--- config.mk ---
export PLATFORM = sky130hd
export DESIGN_NAME = ras_circ_stack
export DESIGN_NICKNAME = d
export VERILOG_FILES = /design/src/rtl/ras_circ_stack.sv
export SDC_FILE = /design/constraint.sdc
export NUM_CORES = 1
export LEC_CHECK = 0
export CAP_MARGIN = 40
export CORE_ASPECT_RATIO = 0.8
export CORE_MARGIN = 2
export CORE_UTILIZATION = 55
export DETAILED_ROUTE_END_ITERATION = 6
export GPL_ROUTABILITY_DRIVEN = 0
export MAX_ROUTING_LAYER = met4
export PLACE_DENSITY = 0.79
export SLEW_MARGIN = 20
export SYNTH_ARGS = -nofsm -noshare
export SYNTH_HDL_FRONTEND = slang
export SYNTH_SLANG_ARGS = --single-unit
export TNS_END_PERCENT = 30
--- constraint.sdc ---
create_clock -name clk_i -period 3 [get_ports clk_i]
set_clock_uncertainty 0.1 [all_clocks]
set_input_delay 0.45 -clock clk_i [delete_from_list [all_inputs] [get_ports clk_i]]
set_output_delay 0.45 -clock clk_i [all_outputs]
set_load 0.005 [all_outputs]
--- src/rtl/ras_circ_stack.sv ---
// Circular return-address stack: push/pop/replace-top, overwrite-oldest on overflow, optional checkpoint (RAS_CKPT_EN).
// Latency: one cycle from sampled push/pop/flush to visible top/count/flags; no backpressure, every request is accepted.
module ras_circ_stack #(
    parameter int VLEN  = 64,
    parameter int DEPTH = 4,
    parameter int PTR_W = $clog2(DEPTH)
) (
    input  logic              clk_i,
    input  logic              rst_ni,
    input  logic              flush_i,
    input  logic              push_i,
    input  logic              pop_i,
    input  logic [VLEN-1:0]   data_i,
`ifdef RAS_CKPT_EN
    input  logic              ckpt_save_i,
    input  logic              ckpt_restore_i,
`endif
    output logic [VLEN-1:0]   top_o,
    output logic              top_valid_o,
    output logic [PTR_W:0]    count_o,
    output logic              overflow_o,
    output logic              underflow_o
);

    if (DEPTH < 2 || (DEPTH & (DEPTH - 1)) != 0) begin : g_bad_depth
        $error("ras_circ_stack: DEPTH must be a power of two and >= 2");
    end
    if (PTR_W != $clog2(DEPTH)) begin : g_bad_ptr_w
        $error("ras_circ_stack: PTR_W must equal $clog2(DEPTH)");
    end

    localparam logic [PTR_W:0] FULL_CNT = (PTR_W + 1)'(DEPTH);

    logic [VLEN-1:0]  mem_q [DEPTH];
    logic [VLEN-1:0]  mem_d [DEPTH];
    logic [PTR_W-1:0] tos_q, tos_d;
    logic [PTR_W:0]   count_q, count_d;
    logic             overflow_q, overflow_d;
    logic             underflow_q, underflow_d;
    logic             restore_req;

`ifdef RAS_CKPT_EN
    logic [PTR_W-1:0] ckpt_tos_q, ckpt_tos_d;
    logic [PTR_W:0]   ckpt_cnt_q, ckpt_cnt_d;

    assign restore_req = ckpt_restore_i;

    always_comb begin
        ckpt_tos_d = ckpt_tos_q;
        ckpt_cnt_d = ckpt_cnt_q;
        if (flush_i) begin
            ckpt_tos_d = '0;
            ckpt_cnt_d = '0;
        end else if (ckpt_save_i && !ckpt_restore_i) begin
            ckpt_tos_d = tos_q;
            ckpt_cnt_d = count_q;
        end
    end

    always_ff @(posedge clk_i or negedge rst_ni) begin
        if (!rst_ni) begin
            ckpt_tos_q <= '0;
            ckpt_cnt_q <= '0;
        end else begin
            ckpt_tos_q <= ckpt_tos_d;
            ckpt_cnt_q <= ckpt_cnt_d;
        end
    end
`else
    assign restore_req = 1'b0;
`endif

    always_comb begin
        mem_d       = mem_q;
        tos_d       = tos_q;
        count_d     = count_q;
        overflow_d  = 1'b0;
        underflow_d = 1'b0;
        if (flush_i) begin
            tos_d   = '0;
            count_d = '0;
        end else if (restore_req) begin
`ifdef RAS_CKPT_EN
            tos_d   = ckpt_tos_q;
            count_d = ckpt_cnt_q;
`endif
        end else if (push_i && pop_i && count_q != '0) begin
            mem_d[tos_q] = data_i;
        end else if (push_i) begin
            // Empty push+pop falls through here and acts as a plain push.
            tos_d        = tos_q + 1'b1;
            mem_d[tos_d] = data_i;
            if (count_q == FULL_CNT) begin
                overflow_d = 1'b1;
            end else begin
                count_d = count_q + 1'b1;
            end
        end else if (pop_i) begin
            if (count_q == '0) begin
                underflow_d = 1'b1;
            end else begin
                tos_d   = tos_q - 1'b1;
                count_d = count_q - 1'b1;
            end
        end
    end

    always_ff @(posedge clk_i or negedge rst_ni) begin
        if (!rst_ni) begin
            for (int i = 0; i < DEPTH; i++) begin
                mem_q[i] <= '0;
            end
            tos_q       <= '0;
            count_q     <= '0;
            overflow_q  <= 1'b0;
            underflow_q <= 1'b0;
        end else begin
            for (int i = 0; i < DEPTH; i++) begin
                mem_q[i] <= mem_d[i];
            end
            tos_q       <= tos_d;
            count_q     <= count_d;
            overflow_q  <= overflow_d;
            underflow_q <= underflow_d;
        end
    end

    assign top_o       = mem_q[tos_q];
    assign top_valid_o = (count_q != '0);
    assign count_o     = count_q;
    assign overflow_o  = overflow_q;
    assign underflow_o = underflow_q;

endmodule
==> reports/qor.yml <==
worstPathRequired_ns: 2.45
startpoint_type: "register"
ys.warnings.count: 0
cts_buffers: 26
synth_adder_area_share_pct: 0.583
endpoint_kind: "output pin"
drive_gt1_share_pct: 34.9
yosysTopAreaCellShare_pct: 54.7
layout_commonest_cell: "dfrtp_1"
p_seq_share_pct: 39.7
synth-compound-area-share_pct: 1.97
vdd_drop_max_mv: 0.548
routed_wirelength_mm: 24.5
grt_max_degree: 90
cp_max_fo: 33
dominantRegCellSynth: "dfrtp_1"
finalHoldViolCount: 0
power_frac_comb_pct: 40.4
muxShareOfSynthArea_pct: 37.9
dp.cells: 1067
p_int_uw: 11400
area_growth_pct: 20.6
tightest_slew_ns: 0.707
via_count: 6558
die_area_um2: 23100
ys_types: 40
synth_xor_area_share_pct: 0.291
reg2reg_depth: 4
powerDensity_nw_per_um2: 1090
layout_common_cells: "261 x dfrtp_1, 137 x clkdlybuf4s50_1, 100 x mux2_1, 96 x mux2_2, 64 x mux4_2"
grt_setup_unrepaired: "true"
synth_cells: 680
switchingPower_uw: 4430
rows: 48
synth-seq-cells: 263
place_area_um2: 13700
ant_nets: 0
fin_hold_ws_ns: 0.387
yosys.area_share.simple_pct: 0.968
clock-sinks: 263
grt_first_pass_wirelength_mm: 39.6
maxCapViolations: 0
yosysSeqAreaShare_pct: 54.7
avgSynthCellArea_um2: 17.7
hold_class: "reg2reg"
dr.first_iter.drc_count: 325
drc: 0
cts_max_level: 1
nets: 895
yosys-top-cells-area: "dfrtp_1 55%, mux4_2 12%, mux2_1 9.4%"
async_flop_share_pct: 100
min_delay_path_depth: 1
setup_viol: 0
swShare_pct: 28.0
syn-cell-area_um2: 12000
fp.coreArea_um2: 21500
cp.arrival_ns: 2.40
power_leakage_uw: 0.00625
viasPerCell: 5.88
grtUsageTotal_pct: 22.6
hpwl_mm: 15.8
clkPwrFrac_pct: 19.8
fmax_ghz: 0.339
synth_edf_count: 0
cts_buffer_depth: 3
io_pins: 139
cts_tree: "built"
fin_crit_sh_pct: 98.3
post_drt_wl_per_cell_um: 22.0
design_area_um2: 14500
status: "finished clean"
antenna_found_initial: 0
syn_nets: 754
root_buffer: "clkbuf_16"
grt_pass1_vias: 7466
start_util_pct: 55.9
num_antenna_cells: 0
slew_viol_final: 0
clk_pin_slew_worst_paths_ns: 0.06
min_period_ns: 2.95
die_height_um: 136
portBuffers: 138
crit_type: "reg2out"
synth_top_cell_by_area: "dfrtp_1"
maxSlewHeadroom_pct: 52.9
nFillCells: 1425
final_cell_count_no_fill: 1115
clock_latency_ns: 0.52
synth_top_family_by_area: "multiplexers"
post_cts_buffers: 0
drt_first_pass_iters: 4
die_x_um: 169
grt_overflow_total: 0
finish.utilization_pct: 67.4
## area by class of cell
cell class	instances	area, µm²	area share [%]
Timing Repair Buffer	159	1700	11.7
Inverter	6	22.5	0.155
Clock buffer	36	749	5.17
Sequential cell	263	6590	45.4
Tap cell	275	344	2.37
Multi-Input combinational cell	365	5020	34.6
Clock inverter	11	80.1	0.552
## final timing paths
kind                             from         end  slack (ns)
hold / removal             mem_q[100]  mem_q[100]        0.39
setup / recovery             tos_q[0]   top_o[33]        0.05
hold reg to reg            mem_q[100]  mem_q[100]        0.39
min in group asynchronous      rst_ni   mem_q[78]        0.43
max in group asynchronous      rst_ni    mem_q[5]        1.57
setup reg to reg           count_o[1]   mem_q[64]        0.59
## cell families (layout without fill, tap and decap cells)
group | count (synthesis) | count (layout)
AND/OR/NAND/NOR | 17 | 17
AO/OA/AOI/OAI | 18 | 18
buffers and inverters | 52 | 212
XOR/XNOR | 4 | 4
flip-flops | 263 | 263
adder cells (fa/ha/maj) | 5 | 5
multiplexers | 321 | 321
## power groups by stage
stage          clock network, µW  logic [µW]  registers, µW
2_1_floorplan                  0        4030           5900
5_1_grt                     3350        6840           6470
6_report                    3130        6390           6280
3_5_place_dp                   0        6440           6320
3_3_place_gp                   0        6220           6100
4_1_cts                     3200        6490           6280
## Yosys cell counts, types with 2 or more instances
library cell  number
buf_1              5
buf_2             11
buf_6             19
buf_8              6
clkbuf_1           4
dfrtp_1          263
ha_1               4
inv_1              6
mux2_1           100
mux2_2            96
mux2_4            60
mux4_2            64
nand2b_1           3
nand3_1            2
nand3b_1           4
nor2_1             2
nor4b_1            2
o2111ai_1          2
o221ai_4           4
xnor2_1            2
xor2_1             2
## layer usage
metal,global-route usage (%),up-vias,wire length (µm)
li1,-,2835,-
met1,28.0,3509,10300
met2,38.7,167,12400
met3,4.60,47,1290
met4,5.18,0,545
met5,-,-,0
## worst max-delay path, stage by stage (launching register included)
cell and delay (ns):
dfrtp_4 0.49, buf_12 0.29, mux4_2 0.55, clkdlybuf4s50_1 0.51
## state kept, by name, indices dropped and copies added (netlist names)
name         count
overflow_o       1
underflow_o      1
tos_q            2
count_o          3
mem_q          256
## through the flow
| step | TNS (ns) | power (µW) | setup WS (ns) |
|---|---|---|---|
| finish | 0 | 15800 | 0.0511 |
| global route | -0.259 | 16700 | -0.0329 |
| CTS | 0 | 16000 | 0.0144 |
| detailed placement | 0 | 12800 | 0.385 |
| global placement | 0 | 12300 | 0.440 |
| floorplan | 0 | 9930 | 0.262 |
## timing repair
action / in CTS / in global routing
hold buffers: 1 / 0
endpoints found under the hold margin: 85 / 0
resized for setup: 0 / 1
setup endpoints to repair: 0 / 19
No activity file was read; power rests on OpenSTA's default activity.
